===== src/rtl/bcd_countdown_timer_pkg.sv =====
// Shared definitions for the two-digit BCD countdown timer and its helpers.
package bcd_countdown_timer_pkg;

    typedef enum logic [1:0] {
        ST_IDLE  = 2'd0,
        ST_RUN   = 2'd1,
        ST_PAUSE = 2'd2,
        ST_DONE  = 2'd3
    } state_t;

    localparam logic [3:0] BCD_MAX_DIGIT    = 4'd9;
    localparam int         DEFAULT_TICK_DIV = 16384;

    // Out-of-range nibbles from the switches saturate to 9 rather than wrapping.
    function automatic logic [7:0] bcd_clamp(input logic [7:0] v);
        logic [3:0] tens;
        logic [3:0] units;
        tens  = (v[7:4] > BCD_MAX_DIGIT) ? BCD_MAX_DIGIT : v[7:4];
        units = (v[3:0] > BCD_MAX_DIGIT) ? BCD_MAX_DIGIT : v[3:0];
        return {tens, units};
    endfunction

endpackage


===== src/rtl/Seven_seg.sv =====
// BCD digit to seven-segment decoder, segments {g,f,e,d,c,b,a}, active high.
// Latency: combinational. Backpressure: none.
// blank=1 darkens every segment; non-decimal codes also stay dark.
module Seven_seg (
    input  logic [3:0] digit,
    input  logic       blank,
    output logic [6:0] seg
);

    always_comb begin
        seg = 7'h00;
        if (!blank) begin
            case (digit)
                4'd0:    seg = 7'h3F;
                4'd1:    seg = 7'h06;
                4'd2:    seg = 7'h5B;
                4'd3:    seg = 7'h4F;
                4'd4:    seg = 7'h66;
                4'd5:    seg = 7'h6D;
                4'd6:    seg = 7'h7D;
                4'd7:    seg = 7'h07;
                4'd8:    seg = 7'h7F;
                4'd9:    seg = 7'h6F;
                default: seg = 7'h00;
            endcase
        end
    end

endmodule


===== src/rtl/bcd2_dec_step.sv =====
// Two-digit BCD decrement by one, with a flag for "result is 00".
// Latency: combinational. Backpressure: none.
// 00 saturates at 00 so the result always stays inside 00-99.
module bcd2_dec_step
    import bcd_countdown_timer_pkg::*;
(
    input  logic [7:0] bcd_in,
    output logic [7:0] bcd_dec,
    output logic       next_is_zero
);

    always_comb begin
        bcd_dec = bcd_in;
        if (bcd_in[3:0] != 4'd0) begin
            bcd_dec = {bcd_in[7:4], bcd_in[3:0] - 4'd1};
        end else if (bcd_in[7:4] != 4'd0) begin
            bcd_dec = {bcd_in[7:4] - 4'd1, BCD_MAX_DIGIT};
        end
    end

    assign next_is_zero = (bcd_in == 8'h01);

endmodule


===== src/rtl/bcd_countdown_timer.sv =====
// Two-digit BCD countdown timer with preset load, start/pause, expiry pulse and display.
// Latency: count/flags registered, one step per TICK_DIV cycles; segments are combinational.
// Backpressure: none; control pulses are acted on the cycle they arrive.
module bcd_countdown_timer
    import bcd_countdown_timer_pkg::*;
#(
    parameter int TICK_DIV = DEFAULT_TICK_DIV,
    parameter int TICK_W   = 14
) (
    input  logic       clk_div,
    input  logic       reset,
    input  logic       load,
    input  logic [7:0] preset,
    input  logic       start,
    input  logic       pause,
    output logic [7:0] count,
    output logic       running,
    output logic       done,
    output logic       expire,
    output logic [6:0] MSB,
    output logic [6:0] LSB
);

    localparam logic [TICK_W-1:0] TICK_LAST = TICK_W'(TICK_DIV - 1);

    state_t            state;
    logic [TICK_W-1:0] prescaler;
    logic [7:0]        count_dec;
    logic              next_is_zero;
    logic              tick;
    logic              msb_blank;
    logic              lsb_blank;

    bcd2_dec_step u_dec (
        .bcd_in       (count),
        .bcd_dec      (count_dec),
        .next_is_zero (next_is_zero)
    );

    assign tick = (prescaler == TICK_LAST);

    always_ff @(posedge clk_div or negedge reset) begin
        if (!reset) begin
            state     <= ST_IDLE;
            count     <= 8'h00;
            prescaler <= '0;
            running   <= 1'b0;
            done      <= 1'b0;
            expire    <= 1'b0;
        end else begin
            expire <= 1'b0;
            if (load && state != ST_RUN) begin
                state     <= ST_IDLE;
                count     <= bcd_clamp(preset);
                prescaler <= '0;
                running   <= 1'b0;
                done      <= 1'b0;
            end else begin
                case (state)
                    ST_RUN: begin
                        // A step due this cycle is applied even if pause arrives with it;
                        // a terminal step lands in DONE regardless of pause.
                        if (tick) begin
                            prescaler <= '0;
                            count     <= count_dec;
                            if (next_is_zero) begin
                                state   <= ST_DONE;
                                running <= 1'b0;
                                done    <= 1'b1;
                                expire  <= 1'b1;
                            end else if (pause) begin
                                state   <= ST_PAUSE;
                                running <= 1'b0;
                            end
                        end else if (pause) begin
                            state   <= ST_PAUSE;
                            running <= 1'b0;
                        end else begin
                            prescaler <= prescaler + TICK_W'(1);
                        end
                    end
                    ST_IDLE, ST_PAUSE: begin
                        if (start && count != 8'h00) begin
                            state   <= ST_RUN;
                            running <= 1'b1;
                            if (state == ST_IDLE) begin
                                prescaler <= '0;
                            end
                        end
                    end
                    default: begin
                    end
                endcase
            end
        end
    end

    // Units stays lit outside IDLE so DONE shows a single "0".
    assign msb_blank = (count[7:4] == 4'd0);
    assign lsb_blank = (count == 8'h00) && (state == ST_IDLE);

    Seven_seg u_seg_msb (
        .digit (count[7:4]),
        .blank (msb_blank),
        .seg   (MSB)
    );

    Seven_seg u_seg_lsb (
        .digit (count[3:0]),
        .blank (lsb_blank),
        .seg   (LSB)
    );

endmodule


===== config.mk =====
export PLATFORM = sky130hd
export DESIGN_NAME = bcd_countdown_timer
export DESIGN_NICKNAME = d
export VERILOG_FILES = /design/src/rtl/bcd_countdown_timer_pkg.sv /design/src/rtl/Seven_seg.sv /design/src/rtl/bcd2_dec_step.sv /design/src/rtl/bcd_countdown_timer.sv
export SDC_FILE = /design/constraint.sdc
export NUM_CORES = 1
export LEC_CHECK = 0
export CAP_MARGIN = 20
export CORE_ASPECT_RATIO = 1.25
export CORE_UTILIZATION = 57
export CTS_CLUSTER_SIZE = 10
export DETAILED_ROUTE_END_ITERATION = 12
export PLACE_DENSITY = 0.86
export SYNTH_ARGS = -nofsm -noshare
export SYNTH_HDL_FRONTEND = slang
export SYNTH_SLANG_ARGS = --single-unit

===== constraint.sdc =====
create_clock -name clk_div -period 3.85 [get_ports clk_div]
set_input_delay 0.77 -clock clk_div [delete_from_list [all_inputs] [get_ports clk_div]]
set_output_delay 0.77 -clock clk_div [all_outputs]
set_load 0.01 [all_outputs]

==> reports/qor.csv <==
metric,value,unit
status,"complete, no violations",
Max Buffers Root-to-Sink,2,
clk_lat worst skew,280,ps
CP Data Required Time,3080,ps
internal power consumption,0.793,mW
Max-Cap Viols,0,
initial antenna violation count,0,
die area,3950,um^2
DR vias,1993,
Setup Crit Path Kind,register to primary output,
min-delay worst type,register to register,
Yosys top cell area share,0.320,
Storage cell area,676,um^2
worst relative slew slack,0.471,
Peak VDD IR,0.566,mV
PwrDens,541,nW/um^2
"FFs w/ async S/R, synth",1.00,
Synth Cell Area,2110,um^2
Pleak,1.05,nW
Yosys reg bits,27,
# DRC,0,
crit path cell chain,"inv_1, ha_1, nor3b_1, nand2_1, o31ai_4, nor2_1, clkdlybuf4s50_1",
P_sw,0.586,mW
Initial Util,0.600,
WP buf/inv,2,
yosys warns,0,
First-pass DRT Iterations,4,
Layout area overhead,20.9,%
share of layout cells above drive strength 1,0.0687,
TritonCTS Buffers,3,
Core Rows,24,
final hold vios,0,
# setup viols final,0,
post-layout util,0.726,
crit path DAT,2740,ps
Unique masters post-synth,57,
Mapped Nets,286,
leading area contributor after synthesis,dfrtp_1,
diode count,0,
gp weighted congestion,0.870,
multi-input logic area,1330,um^2
clock power share,0.123,
crit-path max FO,6,
Main synth FF type,dfrtp_1,
first-pass GRT wire length,8910,um
switch share,0.425,
"CP delay by family, top",simple AND/OR/NAND/NOR gates,
Power Total,1.38,mW
CP Capture Type,primary output,
IO Port Bufs,37,
placed insts,326,
Synth top cells by count,"dfrtp_1, nand2_1, nor2_1, a21oi_1, o21ai_0",
Die Ht,70.0,um
clk slew on worst S/H paths,100,ps
Setup TNS Final,0,ps
number of global-route vias before repair,1896,
post-DP HPWL,3720,um
post-synthesis sequential area ratio,0.320,
slowest CP cell,clkdlybuf4s50_1,
Final #Nets,318,
fmax,285,MHz
RSZ-0062 raised after global routing,no,
I/O pin count,38,
slew of the pin with the lowest slew margin,791,ps
number of flops mapped to enable cells by yosys,0,
Tmin final,3510,ps
final hold slack,494,ps
"count leader, synth",dfrtp_1,
Worst Skew,11.4,ps
CTS tree,built,
filler cell count,288,
Mean Syn Cell Area,8.11,um^2
largest net degree at the start of global routing,28,
Post-Layout Cell Count,330,
Total GRT Usage,0.281,
total core area,3510,um^2
CTS root buf,clkbuf_8,
Worst Setup Start Kind,register,
"top cells by area, synth","dfrtp_1, ha_1, a21oi_1",
Flop pwr share,0.303,
Die Wd,56.4,um
Routed Antenna Nets,0,
CTS H-Tree Depth,1,
initial DRC count,83,
hold-fix buffer count after cts,0,
GRT overflow,0,
"Slew Viols, Final",0,
Mapped Cells,260,
routed vias/inst,6.04,
total clock sinks,27,
CP max stage delay,500,ps
routed wire length,5020,um
Avg WL per Cell,15.2,um
Comb power frac,0.574,
fin crit share,0.912,
==> layout make-up <==
class	instances	share of cell area
timing repair buffer	38	0.148
clock inverter	1	0.00343
inverter	18	0.0265
sequential	27	0.265
tap	39	0.0191
multi-input combinational	204	0.522
clock buffer	3	0.0162
==> cell usage in the layout, fill, tap and decap left out, types with 3 or more instances in the layout <==
cell,instances
clkdlybuf4s50_1,37
nor3_1,12
or3_1,4
nand3_1,6
nand2_1,25
ha_1,13
o21ai_0,22
a31oi_1,7
clkbuf_8,3
nor3b_1,4
mux2i_1,4
o211ai_1,3
a21oi_1,22
o22ai_1,4
inv_1,18
nand2b_1,5
nor2b_1,3
nor2_1,25
dfrtp_1,27
==> routing by layer <==
metal  vias to the layer above  share of wire  track usage
met5                         -              0            0
met4                         0          0.013        0.103
met3                         8          0.026       0.0296
met2                        42           0.51        0.476
met1                       938           0.45        0.370
li1                       1005              -            -
==> path summary, 6_finish.rpt <==
path	startpoint	endpoint	slack, ps	cells past startpoint
worst min register to register	done	done	490	1
worst max-delay path	count[4]	LSB[5]	340	7
worst min-delay path	done	done	490	1
min in group asynchronous	reset	prescaler[5]	850	2
worst max register to register	count[4]	prescaler[8]	1260	7
max in group asynchronous	reset	prescaler[11]	2720	2
==> per-stage QoR <==
step,setup WS (ps),area (um^2)
2_1_floorplan,1160,2110
3_3_place_gp,537,2490
3_5_place_dp,388,2490
4_1_cts,62.7,2540
5_1_grt,56.7,2550
6_report,340,2550
==> sequential cells by signal, summed over array words and instances (netlist names) <==
register / count
count: 8
expire: 1
done: 1
running: 1
prescaler: 14
state: 2
==> power by group through the flow <==
stage / registers (mW) / logic [mW] / clock network [mW]
floorplan: 0.384 / 0.452 / 0
global placement: 0.413 / 0.769 / 0
detailed placement: 0.418 / 0.779 / 0
CTS: 0.412 / 0.781 / 0.176
global route: 0.429 / 0.862 / 0.190
finish: 0.418 / 0.791 / 0.170
==> kinds of logic after synthesis <==
kind of cell	synth area share
mux	0.0190
buf+inv	0.0552
flops	0.320
simple gates	0.277
xor+xnor	0.00831
compound gates	0.243
fa+ha+maj	0.0772
==> repair_timing <==
action	in CTS	in global routing
buffers inserted	0	0
setup endpoints to repair	0	6
gates resized for setup	0	2
No activity file was read; power rests on OpenSTA's default activity.
